`config.mk`:
```
export PLATFORM = sky130hd
export DESIGN_NAME = usrt_rx_ctrl
export DESIGN_NICKNAME = d
export VERILOG_FILES = /design/src/rtl/usrt_pkg.sv /design/src/rtl/usrt_rx_fifo.sv /design/src/rtl/usrt_rx_ctrl.sv
export SDC_FILE = /design/constraint.sdc
export NUM_CORES = 1
export LEC_CHECK = 0
export CAP_MARGIN = 20
export CORE_ASPECT_RATIO = 0.9
export CORE_UTILIZATION = 60
export DETAILED_ROUTE_END_ITERATION = 10
export GPL_ROUTABILITY_DRIVEN = 0
export PLACE_DENSITY = 0.82
export SLEW_MARGIN = 0
export SYNTH_ARGS = -nofsm -noshare
export SYNTH_HDL_FRONTEND = slang
export SYNTH_SLANG_ARGS = --single-unit
```
`constraint.sdc`:
```
create_clock -name i_Pclk -period 10.4 [get_ports i_Pclk]
set_input_delay 2.08 -clock i_Pclk [delete_from_list [all_inputs] [get_ports i_Pclk]]
set_output_delay 2.08 -clock i_Pclk [all_outputs]
set_load 0.05 [all_outputs]
```
`src/rtl/usrt_pkg.sv`:
```
// Shared state encoding, constants and helpers for the USRT receive controller.
package usrt_pkg;

    typedef enum logic [1:0] {
        ST_OFF   = 2'd0,
        ST_IDLE  = 2'd1,
        ST_RX    = 2'd2,
        ST_FLUSH = 2'd3
    } rx_state_e;

    // A frame lasts at most this many bit periods; sets the watchdog limit.
    localparam int TIMEOUT_BITS = 11;
    // Extra idle cycles required after the line has been seen high for a full bit.
    localparam int GUARD_CYCLES = 2;

    function automatic logic [7:0] clamp_baud(input logic [7:0] baud, input logic [7:0] min_baud);
        return (baud < min_baud) ? min_baud : baud;
    endfunction

endpackage

```
`src/rtl/usrt_rx_fifo.sv`:
```
// Show-ahead receive FIFO; a push into a full FIFO is accepted only if a pop frees a slot that cycle.
module usrt_rx_fifo #(
    parameter int DEPTH = 4,
    parameter int WIDTH = 8
) (
    input  logic                       i_Pclk,
    input  logic                       i_Rst,
    input  logic                       i_Push,
    input  logic [WIDTH-1:0]           i_Wr_Data,
    input  logic                       i_Pop,
    output logic [WIDTH-1:0]           o_Rd_Data,
    output logic                       o_Full,
    output logic                       o_Empty,
    output logic [$clog2(DEPTH):0]     o_Count
);
    localparam int AW = $clog2(DEPTH);

    logic [WIDTH-1:0] mem_q [DEPTH];
    logic [AW-1:0]    wr_ptr_q, rd_ptr_q;
    logic [AW:0]      count_q;
    logic             wr_en, rd_en;

    assign o_Empty   = (count_q == '0);
    assign o_Full    = (count_q == (AW+1)'(DEPTH));
    assign o_Count   = count_q;
    assign o_Rd_Data = mem_q[rd_ptr_q];
    assign rd_en     = i_Pop && !o_Empty;
    assign wr_en     = i_Push && (!o_Full || rd_en);

    // NOTE: storage has no reset; o_Empty masks stale contents, which keeps the array a plain RAM.
    always_ff @(posedge i_Pclk) begin
        if (wr_en) mem_q[wr_ptr_q] <= i_Wr_Data;
    end

    // NOTE: sequential state uses non-blocking assignments so every register samples pre-edge values.
    always_ff @(posedge i_Pclk) begin
        if (i_Rst) begin
            wr_ptr_q <= '0;
            rd_ptr_q <= '0;
            count_q  <= '0;
        end else begin
            if (wr_en) wr_ptr_q <= wr_ptr_q + 1'b1;
            if (rd_en) rd_ptr_q <= rd_ptr_q + 1'b1;
            case ({wr_en, rd_en})
                2'b10:   count_q <= count_q + 1'b1;
                2'b01:   count_q <= count_q - 1'b1;
                default: count_q <= count_q;
            endcase
        end
    end

endmodule

```
`src/rtl/usrt_rx_ctrl.sv`:
```
// Receive controller: sequences the shifter, holds the baud divider, buffers bytes and watches each frame.
module usrt_rx_ctrl
    import usrt_pkg::*;
#(
    parameter int FIFO_DEPTH   = 4,
    parameter int DEFAULT_BAUD = 16,
    parameter int MIN_BAUD     = 4
) (
    input  logic                          i_Pclk,
    input  logic                          i_Rst,
    input  logic                          i_Cfg_Wr,
    input  logic [7:0]                    i_Cfg_Baud,
    input  logic                          i_Cfg_En,
    input  logic                          i_Clr_Err,
    input  logic                          i_Rx_Serial,
    input  logic [7:0]                    i_Shift_Data,
    input  logic                          i_Shift_Done,
    output logic [7:0]                    o_Baud,
    output logic                          o_Rx_Enable,
    output logic [7:0]                    o_Rd_Data,
    output logic                          o_Rd_Valid,
    input  logic                          i_Rd_Ready,
    output logic [$clog2(FIFO_DEPTH):0]   o_Count,
    output logic                          o_Busy,
    output logic                          o_Overrun,
    output logic                          o_Timeout
);
    rx_state_e   state_q, state_d;
    logic [7:0]  baud_q, baud_d;
    logic [7:0]  pend_baud_q, pend_baud_d;
    logic        pend_en_q, pend_en_d;
    logic        pend_vld_q, pend_vld_d;
    logic [11:0] limit_q, limit_d;
    logic [11:0] wdog_q, wdog_d;
    logic [8:0]  flush_cnt_q, flush_cnt_d;
    logic        overrun_q, overrun_d;
    logic        timeout_q, timeout_d;

    logic        push, timeout_set, fifo_full, fifo_empty, pop_fire;
    logic        cfg_window, apply, apply_en;
    logic [7:0]  wr_baud, apply_baud, eff_baud;
    logic [8:0]  flush_end;

    // A config takes effect only while no frame is in flight; otherwise it waits in the pending register.
    assign wr_baud    = clamp_baud(i_Cfg_Baud, 8'(MIN_BAUD));
    assign cfg_window = (state_q == ST_OFF) || (state_q == ST_IDLE);
    assign apply      = cfg_window && (i_Cfg_Wr || pend_vld_q);
    assign apply_baud = i_Cfg_Wr ? wr_baud : pend_baud_q;
    assign apply_en   = i_Cfg_Wr ? i_Cfg_En : pend_en_q;
    assign eff_baud   = apply ? apply_baud : baud_q;
    assign flush_end  = {1'b0, baud_q} + 9'(GUARD_CYCLES);
    assign pop_fire   = !fifo_empty && i_Rd_Ready;

    // NOTE: every always_comb output gets a default first so no path can infer a latch.
    always_comb begin
        state_d     = state_q;
        baud_d      = baud_q;
        pend_baud_d = pend_baud_q;
        pend_en_d   = pend_en_q;
        pend_vld_d  = pend_vld_q;
        limit_d     = limit_q;
        wdog_d      = wdog_q;
        flush_cnt_d = flush_cnt_q;
        push        = 1'b0;
        timeout_set = 1'b0;

        if (i_Cfg_Wr && !cfg_window) begin
            pend_baud_d = wr_baud;
            pend_en_d   = i_Cfg_En;
            pend_vld_d  = 1'b1;
        end
        if (apply) begin
            baud_d     = apply_baud;
            pend_vld_d = 1'b0;
        end

        case (state_q)
            ST_OFF: begin
                if (apply && apply_en) state_d = ST_IDLE;
            end
            ST_IDLE: begin
                if (apply && !apply_en) begin
                    state_d = ST_OFF;
                end else if (!i_Rx_Serial) begin
                    state_d = ST_RX;
                    wdog_d  = '0;
                    limit_d = 12'(eff_baud) * 12'(TIMEOUT_BITS);
                end
            end
            ST_RX: begin
                wdog_d = wdog_q + 12'd1;
                if (i_Shift_Done) begin
                    push    = 1'b1;
                    state_d = ST_IDLE;
                end else if (wdog_d == limit_q) begin
                    timeout_set = 1'b1;
                    flush_cnt_d = '0;
                    state_d     = ST_FLUSH;
                end
            end
            ST_FLUSH: begin
                // Once a full idle bit is seen, the guard runs regardless of the line.
                if (flush_cnt_q >= {1'b0, baud_q}) flush_cnt_d = flush_cnt_q + 9'd1;
                else if (i_Rx_Serial)              flush_cnt_d = flush_cnt_q + 9'd1;
                else                               flush_cnt_d = '0;
                if (i_Shift_Done || flush_cnt_d == flush_end)
                    state_d = (pend_vld_q && !pend_en_q) ? ST_OFF : ST_IDLE;
            end
            default: state_d = ST_OFF;
        endcase

        overrun_d = (push && fifo_full && !pop_fire) || (overrun_q && !i_Clr_Err);
        timeout_d = timeout_set || (timeout_q && !i_Clr_Err);
    end

    always_ff @(posedge i_Pclk) begin
        if (i_Rst) begin
            state_q     <= ST_OFF;
            baud_q      <= 8'(DEFAULT_BAUD);
            pend_baud_q <= '0;
            pend_en_q   <= 1'b0;
            pend_vld_q  <= 1'b0;
            limit_q     <= '0;
            wdog_q      <= '0;
            flush_cnt_q <= '0;
            overrun_q   <= 1'b0;
            timeout_q   <= 1'b0;
        end else begin
            state_q     <= state_d;
            baud_q      <= baud_d;
            pend_baud_q <= pend_baud_d;
            pend_en_q   <= pend_en_d;
            pend_vld_q  <= pend_vld_d;
            limit_q     <= limit_d;
            wdog_q      <= wdog_d;
            flush_cnt_q <= flush_cnt_d;
            overrun_q   <= overrun_d;
            timeout_q   <= timeout_d;
        end
    end

    usrt_rx_fifo #(
        .DEPTH (FIFO_DEPTH),
        .WIDTH (8)
    ) u_fifo (
        .i_Pclk    (i_Pclk),
        .i_Rst     (i_Rst),
        .i_Push    (push),
        .i_Wr_Data (i_Shift_Data),
        .i_Pop     (i_Rd_Ready),
        .o_Rd_Data (o_Rd_Data),
        .o_Full    (fifo_full),
        .o_Empty   (fifo_empty),
        .o_Count   (o_Count)
    );

    assign o_Baud      = baud_q;
    assign o_Rx_Enable = (state_q == ST_IDLE) || (state_q == ST_RX);
    assign o_Busy      = (state_q == ST_RX) || (state_q == ST_FLUSH);
    assign o_Rd_Valid  = !fifo_empty;
    assign o_Overrun   = overrun_q;
    assign o_Timeout   = timeout_q;

endmodule
```
==> results.md, run 1 <==
- The final standard cell area without fillers is 6480 sq um.
- The clock root buffer master is clkbuf_8.
- The floorplan has 33 rows.
- The startpoint of the worst hold path is pend_baud_q[1].
- In the synthesized netlist the async set-or-reset flop fraction comes to 0%.
- At the later pin of the worst-skew pair, clock insertion delay measures about 0.37 ns.
- Setup repair after global routing left no endpoint under its margin.
- The data required time of the worst path is 10.65 ns.
- From synthesis to final layout, the design area changed by 11.6%.
- The number of pins exceeding their max-slew limit in the final report is 0.
- The slew at the pin closest to its max-slew limit is 1.10 ns.
- The number of remaining DRC errors is 0.
- In the final routed layout, each cell accounts on average for 15.4 um.
- The number of distinct library cells after synthesis is between 60 and 70.
- The initial cell density of the core is 62.8%.
- For this run, the post-layout net count is 745.
- The largest driver fanout on the critical path is 18.
- In this run the worst setup path begins at i_Cfg_Wr.
- The worst max-slew margin expressed relative to the limit is 26.6%.
- The worst register-to-register path begins at state_q[0].
- The total CTS buffers is 9.
- The die covers 10,100 sq um.
- The most common library cell in the layout ignoring fill and taps is nand2_1.
- The start-to-end type of the worst setup path is in -> reg.
- The worst hold-check path type is reg -> reg.
- The most used flip-flop cell after synthesis is dfxtp_1.
- Dividing the final minimum period by the clock period gives 62.1%.
- The count of flip-flops with a built-in enable after synthesis is 32.
- The layout filler cell count is 734.
- TritonCTS built the clock tree.
- The count of buffers from port buffering is between 40 and 50.
- The accumulated negative setup slack is 0 ns.
- Gates resized during post-CTS repair numbered 0.
- CTS saw between 90 and 100 sinks.
- During synthesis, Yosys emitted a total of 0 warnings.
- The number of search-and-repair iterations in the first detailed-routing pass is 4.
- The die height is 95.3 um.
- The flow ran to the end, and the final reports show no timing, DRC or antenna violations.
- Counting every net in the synthesized netlist gives 717.
- The die is 106 um wide.
- Setup violations remaining at the end of the flow were counted as 0.
- Of the cells placed in the final design, the portion with a size suffix greater than 1 is under 10%.
- The worst setup path is launched from an input port.
- The number of global-route vias before repair is 4,638.
- The sequential fraction of the synthesis area is 38.6%.
- For this design, the CTS-stage hold fixing added 0 buffers.
- The number of max-capacitance violations reported is 0.
- After synthesis the netlist holds a flip-flop and latch count of 96.
- The detailed placement HPWL is 9.20 mm.
- The cell count after synthesis came out at 647.
- The instance area after placement is 6290 sq um.
- Entering global routing, the biggest net connects 60 pins.
- Summed over all layers, the global routing overflow is 0.
- Dividing the detail-routed via count by the number of cells gives 5.88.
- The leakage power total is between 2 and 2.5 nW.
- Across the routed clock network, the largest skew measured is 0.0193 ns.
- Summing over every cut layer, the via total after detailed routing is 4,719.
- The number of antenna diodes in the final layout is 0.
- The arrival time at the worst endpoint is 6.71 ns.
- Pin placement for this block handled 48 I/O pins.
- The H-tree generated during clock tree synthesis spans 3 levels.
- The final number of hold-violating endpoints is 0.
- The clock period could shrink to ~6.5 ns.
- The largest vdd supply drop is 0.117 mV.
- The summed instance area of the synthesized netlist is about 5800 sq um.
- The placeable core region is ~9200 sq um.
- In this run the post-CTS setup repair buffer count came out at 0.
- The initial antenna violation count came to 0.
- The worst setup path is captured at a flop.
- In the layout the commonest cells are nand2_1 (76), dfxtp_1 (64), nor2_1 (57), a21oi_1 (53), inv_1 (47).
- The mean area per synthesized cell is 8.97 sq um.
- Dividing total power by cell area gives a power density of 165 nW/um^2.
- The post-CTS clock slew at the launch and capture registers of the worst setup and hold paths is 0.10 ns.
- The initial DRC count is between 200 and 300.
- The deepest clock path buffer count is 2.
- In this run the remaining antenna-violating nets after routing total 0.
- The global router's overall resource usage is 26.2%.
- Static timing analysis puts the maximum clock frequency at 155 MHz.
- The global-route wire length before repair is around 21 mm.
- After detailed routing, the total wire length is 12.4 mm.
Yosys cell counts (5+ instances only):
cell type  number  share of area, %
and2_1         11               1.2
or3_1           8              0.86
ha_1           40               8.6
fa_1            6               2.1
a21oi_1        53               4.6
a21o_1          5              0.65
mux2i_1         8               1.4
mux4_2          8               3.1
o21ai_0        28               2.4
and3_1          8              0.86
xnor2_1        29               4.4
dfxtp_1        64                22
edfxtp_1       32                17
nand3_1        22               1.9
nand3b_1        6              0.78
a31oi_1         6              0.65
nor3_1         13               1.1
clkbuf_1       16               1.0
nand4_1         7              0.75
buf_2           8              0.69
xor2_1         12               1.8
nand2_1        76               4.9
nand2b_1        8              0.86
inv_1          47               3.0
nor2_1         57               3.7
kinds of logic (layout without fill, tap and decap cells):
kind of cell | Yosys count | in the layout | synth area share (%)
compound gates | 131 | 131 | 14.0
buf+inv | 77 | 110 | 5.41
mux | 16 | 16 | 4.48
fa+ha+maj | 46 | 46 | 10.7
simple gates | 239 | 239 | 20.3
xor+xnor | 42 | 42 | 6.57
flops | 96 | 96 | 38.6
per-stage QoR:
stage / worst slack (ns) / utilization, % / cells / hold WS, ns / power, mW
after global routing: 3.35 / 70.0 / 802 / 0.486 / 1.14
after CTS: 3.97 / 70.0 / 802 / 0.464 / 1.07
final: 3.94 / 70.0 / 802 / 0.460 / 1.07
after detailed placement: 3.60 / 68.0 / 786 / 0.449 / 0.839
after global placement: 3.81 / 68.0 / 786 / 0.442 / 0.823
after floorplan: 4.96 / - / 647 / 0.432 / 0.742
registers in the layout, indices dropped and copies added (netlist names), 2 cells and up, named ones only:
| name | cells |
|---|---|
| o_Baud | 8 |
| pend_baud_q | 8 |
| u_fifo.o_Count | 3 |
| u_fifo.wr_ptr_q | 2 |
| state_q | 2 |
| limit_q | 12 |
| u_fifo.mem_q | 32 |
| wdog_q | 12 |
| flush_cnt_q | 9 |
| u_fifo.rd_ptr_q | 2 |
power by group:
| part | leakage (nW) | total [mW] | internal [mW] | switching [mW] |
|---|---|---|---|---|
| combinational | 1.54 | 0.396 | 0.159 | 0.237 |
| sequential | 0.806 | 0.436 | 0.411 | 0.0254 |
| clock | 0.0958 | 0.236 | 0.0937 | 0.142 |
path summary, 6_finish.rpt:
kind | depth (start not counted) | slack (ns) | end
max reg2reg | 14 | 5.76 | limit_q[10]
min reg2reg | 2 | 0.46 | pend_baud_q[1]
min | 2 | 0.46 | pend_baud_q[1]
max | 13 | 3.94 | limit_q[10]
metal layers:
layer	GRT usage [%]	vias up	part of all wire, %	wire, um
li1	-	2324	-	-
met1	34.3	2257	46	5630
met2	46.0	128	49	6070
met3	4.03	10	4.6	565
met4	6.13	0	0.77	95
met5	0	-	0	0
worst max-delay path, stage by stage:
cell	delay [ns]
clkdlybuf4s50_1	0.74
o22ai_1	0.91
o21ai_0	0.43
ha_1	0.42
fa_1	0.46
ha_1	0.35
nor2b_1	0.15
o21ai_0	0.22
a21oi_1	0.12
o21ai_0	0.19
a21boi_0	0.15
o21a_1	0.20
o311ai_0	0.30
final cells by class:
| cell class | count | area (sq um) | area share [%] |
|---|---|---|---|
| sequential | 96 | 2240 | 34.6 |
| timing repair buffer | 47 | 465 | 7.19 |
| multi-input combinational | 474 | 3250 | 50.2 |
| inverter | 47 | 176 | 2.72 |
| clock buffer | 9 | 124 | 1.91 |
| clock inverter | 7 | 67.6 | 1.04 |
| tap | 122 | 153 | 2.36 |
(Power assumes the default switching activity.)
==> inputs of run 2 (changes only) <==
--- a/config.mk
+++ b/config.mk
@@ -7,10 +7,10 @@
 export LEC_CHECK = 0
 export CAP_MARGIN = 20
 export CORE_ASPECT_RATIO = 0.9
-export CORE_UTILIZATION = 60
+export CORE_UTILIZATION = 59
 export DETAILED_ROUTE_END_ITERATION = 10
 export GPL_ROUTABILITY_DRIVEN = 0
-export PLACE_DENSITY = 0.82
+export PLACE_DENSITY = 0.81
 export SLEW_MARGIN = 0
 export SYNTH_ARGS = -nofsm -noshare
 export SYNTH_HDL_FRONTEND = slang
==> constraint.sdc (replaced) <==
create_clock -name i_Pclk -period 6 [get_ports i_Pclk]
set_input_delay 1.2 -clock i_Pclk [delete_from_list [all_inputs] [get_ports i_Pclk]]
set_output_delay 1.2 -clock i_Pclk [all_outputs]
set_load 0.05 [all_outputs]
==> results.md, run 2 (synthesis results as in run 1) <==
- The power per cell area is 293 nW/um^2.
- The final critical-path required period is 5.03 ns.
- Across the VDD grid, the largest voltage drop is 0.227 mV.
- During placement, the flow inserted port buffers numbering 47.
- The repair_antennas step left the layout with diodes totalling 0.
- The floorplan has 33 rows.
- Setup repair after global routing left no endpoint under its margin.
- The wire length reported by the detailed router is around 13 mm.
- Of the available clock period, the critical path in the final layout requires ~84%.
- The final standard cell area without fillers is about 6500 sq um.
- After detailed routing, the number of vias per cell comes to 5.98.
- Once the floorplan was initialized, standard cells occupied 62.2% of the core.
- Pin placement for this block handled 48 I/O pins.
- The overall die area is 10,200 sq um.
- Measured along the y axis, the die boundary spans ~96 um.
- The tool flagged a number of max-cap violations equal to 0.
- The horizontal die dimension is 107 um.
- The total of endpoints with negative setup slack in the final report is 0.
- The final number of hold-violating endpoints is 0.
- The total overflow left after global routing is 0.
- Along the worst path, the maximum fanout reaches 16.
- At the pin with the least slew margin, the transition time is 0.821 ns.
- The global-route wire length before repair is 21.1 mm.
- Clock tree synthesis found a total of 96 sinks.
- Once detail routing completed, the nets flagged for antenna violations numbered 0.
- The H-tree generated during clock tree synthesis spans 3 levels.
- Summed over all nets, the half-perimeter wirelength after detailed placement is between 9 and 10 mm.
- Global routing consumed, over all layers together, 26.2% of the routing resources.
- The initial antenna violation count is 0.
- The arrival time at the worst endpoint is 5.29 ns.
- The routed length per placed instance is 15.7 um.
- In the final design database the tool counted 748 nets.
- The root buffer cell chosen for the clock tree is clkbuf_8.
- Cells with a size suffix above 1 make up 5.42% of the layout.
- The total CTS buffers is 9.
- Across all register-to-register paths, the minimum setup slack is around 1.7 ns.
- The run finished with clean final reports.
- Leaving out fill and tap cells, the most frequent cells in the layout are nand2_1 (76), dfxtp_1 (64), nor2_1 (57), a21oi_1 (53), inv_1 (47).
- The number of global-route vias before repair is 4,613.
- The number of instances resized during post-cts repair is 0.
- Entering global routing, the biggest net connects 60 pins.
- The accumulated negative setup slack is 0 ns.
- The post-CTS clock slew at the launch and capture registers of the worst setup and hold paths is 0.09 ns.
- The pre-antenna-repair detailed-routing pass consisted of 7 iterations.
- The data required time of the worst path is 6.26 ns.
- The core region is 9330 sq um.
- The instance area after placement is 6300 sq um.
- The critical path capture point type is a flop.
- The number of remaining DRC errors is 0.
- The most common library cell in the layout ignoring fill and taps is nand2_1.
- Ranked by flip-flop count, first place goes to u_fifo.mem_q.
- Headroom to the max-slew limit came out at 45.0%.
- TritonCTS built the clock tree.
- Clock skew on the completed layout was measured at between 0.02 and 0.025 ns.
- The kind of launch point of the worst setup path is an input port.
- Compared with the post-synthesis result, the final layout area differs by 12.7%.
- The number of pins exceeding their max-slew limit in the final report is 0.
- The worst hold-check path type is reg -> reg.
- The leakage power total is around 2.5 nW.
- The clock reaches the later pin of the worst-skew pair after 0.39 ns.
- The critical path in this run is classified as in -> reg.
- The clock passes through at most 2 buffers.
- For this block, the initial DRC count from the detailed router was about 320.
- The number of buffers added to fix hold violations after cts is 0.
- The maximum operating frequency is 199 MHz.
- The number of flip-flops under the largest register name is 32.
- The largest registers in the layout are u_fifo.mem_q (32), limit_q (12), wdog_q (12).
- The final route contains 4,815 vias.
- The post-CTS setup repair buffer count is 0.
==> run 2: path summary, 6_finish.rpt <==
path                    end           start  cells past startpoint
max             limit_q[10]        i_Cfg_Wr                     14
min          pend_baud_q[1]  pend_baud_q[1]                      2
max reg2reg     limit_q[10]      state_q[0]                     15
min reg2reg  pend_baud_q[1]  pend_baud_q[1]                      2
==> run 2: critical path: stages <==
cell and delay [ns]:
clkdlybuf4s50_1 0.70, o22ai_1 0.14, buf_4 0.20, o21ai_0 0.49, ha_1 0.36, fa_1 0.47, ha_1 0.35, nor2b_1 0.14
o21ai_0 0.23, a21oi_1 0.13, o21ai_0 0.21, a21boi_0 0.15, o21a_1 0.20, o311ai_0 0.31
==> run 2: stage by stage <==
| stage | worst slack (ns) | power, mW | util (%) | std cells | hold slack [ns] |
|---|---|---|---|---|---|
| 4_1_cts | 1.01 | 1.92 | 69.9 | 804 | 0.464 |
| 2_1_floorplan | 1.44 | 1.29 | - | 647 | 0.432 |
| 3_5_place_dp | 0.657 | 1.46 | 67.5 | 788 | 0.450 |
| 3_3_place_gp | 0.926 | 1.43 | 67.5 | 788 | 0.443 |
| 5_1_grt | 0.618 | 2.04 | 70.1 | 805 | 0.492 |
| 6_report | 0.974 | 1.92 | 70.1 | 805 | 0.461 |
==> run 2: routing by layer <==
layer	GRT usage [%]	up-vias	wire [um]
li1	-	2330	-
met2	45.3	145	6150
met3	4.06	22	682
met4	8.68	0	214
met5	0	-	0
met1	33.7	2318	5620
==> run 2: cell type report <==
cell class	instances	area (sq um)
clock inverters	7	97.6
inverters	47	176
fillers	741	2790
repair buffers	50	500
clock buffers	9	124
multi-input cells	474	3250
flip-flops and latches	96	2240
well taps	122	153
==> run 2: power breakdown <==
part,total [mW],leakage (nW),internal (mW),switching (mW)
clock network,0.461,0.112,0.206,0.255
registers,0.758,0.806,0.712,0.0454
logic,0.701,1.56,0.281,0.420
total,1.92,2.48,1.20,0.721
==> inputs of run 3 (changes only) <==
==> constraint.sdc (replaced) <==
create_clock -name i_Pclk -period 5.1 [get_ports i_Pclk]
set_input_delay 1.02 -clock i_Pclk [delete_from_list [all_inputs] [get_ports i_Pclk]]
set_output_delay 1.02 -clock i_Pclk [all_outputs]
set_load 0.05 [all_outputs]
==> results.md, run 3 (synthesis results as in run 1) <==
- Summing over every cut layer, the via total after detailed routing is 4,836.
- The library cells used most frequently in the layout, excluding fill and tap cells, are nand2_1 (76), dfxtp_1 (64), nor2_1 (57), a21oi_1 (53), inv_1 (47).
- The global-route wire length before repair is 22.0 mm.
- The flop-to-flop setup slack is 0.93 ns.
- The boundary pin count is 48.
- The count of nets left with antenna violations after detail routing is 0.
- 0 antenna diodes ended up in the layout.
- In the global route stage, overall resource usage came out at 27.3%.
- The start point of the critical path is i_Cfg_Baud[5].
- The slew at the pin closest to its max-slew limit is 0.789 ns.
- The largest net degree at the start of global routing is 60.
- Walking the worst path, the cells encountered are clkdlybuf4s50_1 -> nor4_1 -> nand2_1 -> a31oi_1 -> o21ai_0 -> ha_1 -> fa_1 -> ha_1 -> nor2b_1 -> o21ai_0 -> a21oi_1 -> o21ai_0 -> a21boi_0 -> o21a_1 -> o311ai_0.
- The critical path is of the in -> reg type.
- The maximum operating frequency is roughly 210 MHz.
- The worst max-slew margin expressed relative to the limit is 47.2%.
- The leakage power total is 2.48 nW.
- After clock tree synthesis, the clock-pin slew on the worst setup and hold paths is 0.10 ns.
- The area overhead of the layout relative to synthesis is 12.4%.
- The critical path capture point type is a flop.
- The worst setup path endpoint is limit_q[10].
- In this run the post-CTS setup repair buffer count came out at 0.
- The detailed placement HPWL is slightly below 10 mm.
- The routed length per placed instance is between 15 and 20 um.
- The overall die area is 10,200 sq um.
- The leftover overflow at the end of global routing is 0.
- The worst hold-check path type is reg -> reg.
- In this run the standard cell core region covers between 9000 and 10,000 sq um.
- In the routed design, unresolved DRC markers number 0.
- Once the floorplan was initialized, standard cells occupied 62.2% of the core.
- In this design, the largest share of critical-path delay is due to compound AO/OA/AOI/OAI gates.
- The startpoint of the worst register-to-register path is state_q[0].
- Counting stages on the worst path, the most repeated cell is o21ai_0.
- The initial antenna violation count is 0.
- The endpoint identified for the worst register-to-register timing path is limit_q[10].
- The number of pins exceeding their max-slew limit in the final report was 0.
- Setup repair after global routing left no endpoint under its margin.
- The arrival time at the worst endpoint is 4.94 ns.
- CTS built an H-tree with a depth of 3.
- From bottom edge to top edge, the die measures 96.1 um.
- The delay of the slowest cell on the worst path is 0.48 ns.
- Together, buffers and inverters on the worst path number 1.
- The clock period could shrink to 4.67 ns.
- The accumulated negative setup slack is 0 ns.
- The number of max-capacitance violations reported is 0.
- The final number of hold-violating endpoints came to 0.
- STA puts the critical path data required time at 5.37 ns.
- The number of cells on the worst reg-to-reg path is 15.
- The flow ran to the end, and the final reports show no timing, DRC or antenna violations.
- The number of flip-flops under the largest register name is 32.
- After clock tree synthesis, the repair step resized 0 gates.
- The TritonCTS clock tree is done.
- The count of buffers from port buffering is 47.
- The total of endpoints with negative setup slack in the final report is 0.
- The initial DRC count is between 300 and 400.
- For this design, the slowest cell found on the critical path is fa_1.
- The worst hold slack is roughly 0.46 ns.
- Clock tree synthesis found a total of 96 sinks.
- The deepest clock path buffer count is 2.
- After detailed routing, the number of vias per cell comes to 6.00.
- The largest driver fanout on the critical path is 4.
- The fraction of final layout cells with drive strength greater than 1 is 5.56%.
- In the final layout, the registers with the most flip-flops are u_fifo.mem_q (32), limit_q (12), wdog_q (12).
- The number of global-route vias before repair came to between 4,000 and 5,000.
- Summed over all layers, the routed wires come to 13.0 mm.
- The number of clock buffers added by TritonCTS is 9.
- For the worst-skew pair, the clock arrives at the later sink with an insertion delay of 0.37 ns.
- The cell row count is 33.
- The die is 107 um wide.
- The tree is rooted in a clkbuf_8.
- The number of search-and-repair iterations in the first detailed-routing pass is 5.
- u_fifo.mem_q holds more flip-flops than any other register.
- In this run the power density over the cells is 344 nW/um^2.
- Leaving out fill and tap cells, the most frequent cell in the layout is nand2_1.
- The largest vdd supply drop is about 0.29 mV.
- Buffers inserted to repair hold after CTS numbered 0.
- Across the routed clock network, the largest skew measured is 0.00868 ns.
- Dividing the final minimum period by the clock period gives 91.7%.
- The number of nets in the layout is 749.
- The critical path depth is 15.
- STA classifies the critical path startpoint as an input port.
==> run 3: cell count changes in the layout (fill, tap and decap cells not counted), sizes merged <==
cell | previous run | this run
buf | 4 | 5
clkinv | 3 | 1
inv | 50 | 52
==> run 3: final cells by class <==
class | count | area (sq um)
multi-input cells | 474 | 3250
fillers | 711 | 2810
flip-flops and latches | 96 | 2240
repair buffers | 51 | 495
inverters | 47 | 176
well taps | 122 | 153
clock buffers | 9 | 124
clock inverters | 7 | 83.8
==> run 3: worst min path at each step <==
stage                         from             end  cells past startpoint
finish              pend_baud_q[1]  pend_baud_q[1]                      2
global route        pend_baud_q[1]  pend_baud_q[1]                      2
CTS                 pend_baud_q[1]  pend_baud_q[1]                      2
detailed placement  pend_baud_q[1]  pend_baud_q[1]                      2
global placement    pend_baud_q[1]  pend_baud_q[1]                      2
floorplan           pend_baud_q[0]  pend_baud_q[0]                      2
==> run 3: worst min-delay path, cell delays in order, from the launching register on <==
cell     delay (ns)
dfxtp_1        0.32
nand2_1        0.05
a21oi_1        0.05
==> run 3: power breakdown <==
part | internal, mW | leakage (nW) | switching (mW) | total, mW
Combinational | 0.330 | 1.56 | 0.495 | 0.825
Clock | 0.238 | 0.108 | 0.290 | 0.529
Sequential | 0.838 | 0.806 | 0.0536 | 0.892
Total | 1.41 | 2.48 | 0.839 | 2.24
==> run 3: layer usage <==
metal  routed length (um)  vias up  track usage, %
li1                     -     2334               -
met1                 5710     2341            34.3
met2                 6400      146            47.7
met3                  672       15            4.81
met4                  178        0            9.36
met5                    0        -               0
==> run 3: per-stage QoR <==
step	instance area, sq um	setup slack (ns)	total power, mW	util, %	cells
3_3_place_gp	6320	0.254	1.69	67.7	790
4_1_cts	6520	0.476	2.26	69.9	806
2_1_floorplan	5810	0.716	1.51	-	647
6_report	6520	0.425	2.24	69.9	806
3_5_place_dp	6320	0.108	1.72	67.7	790
5_1_grt	6520	0.0158	2.40	69.9	806
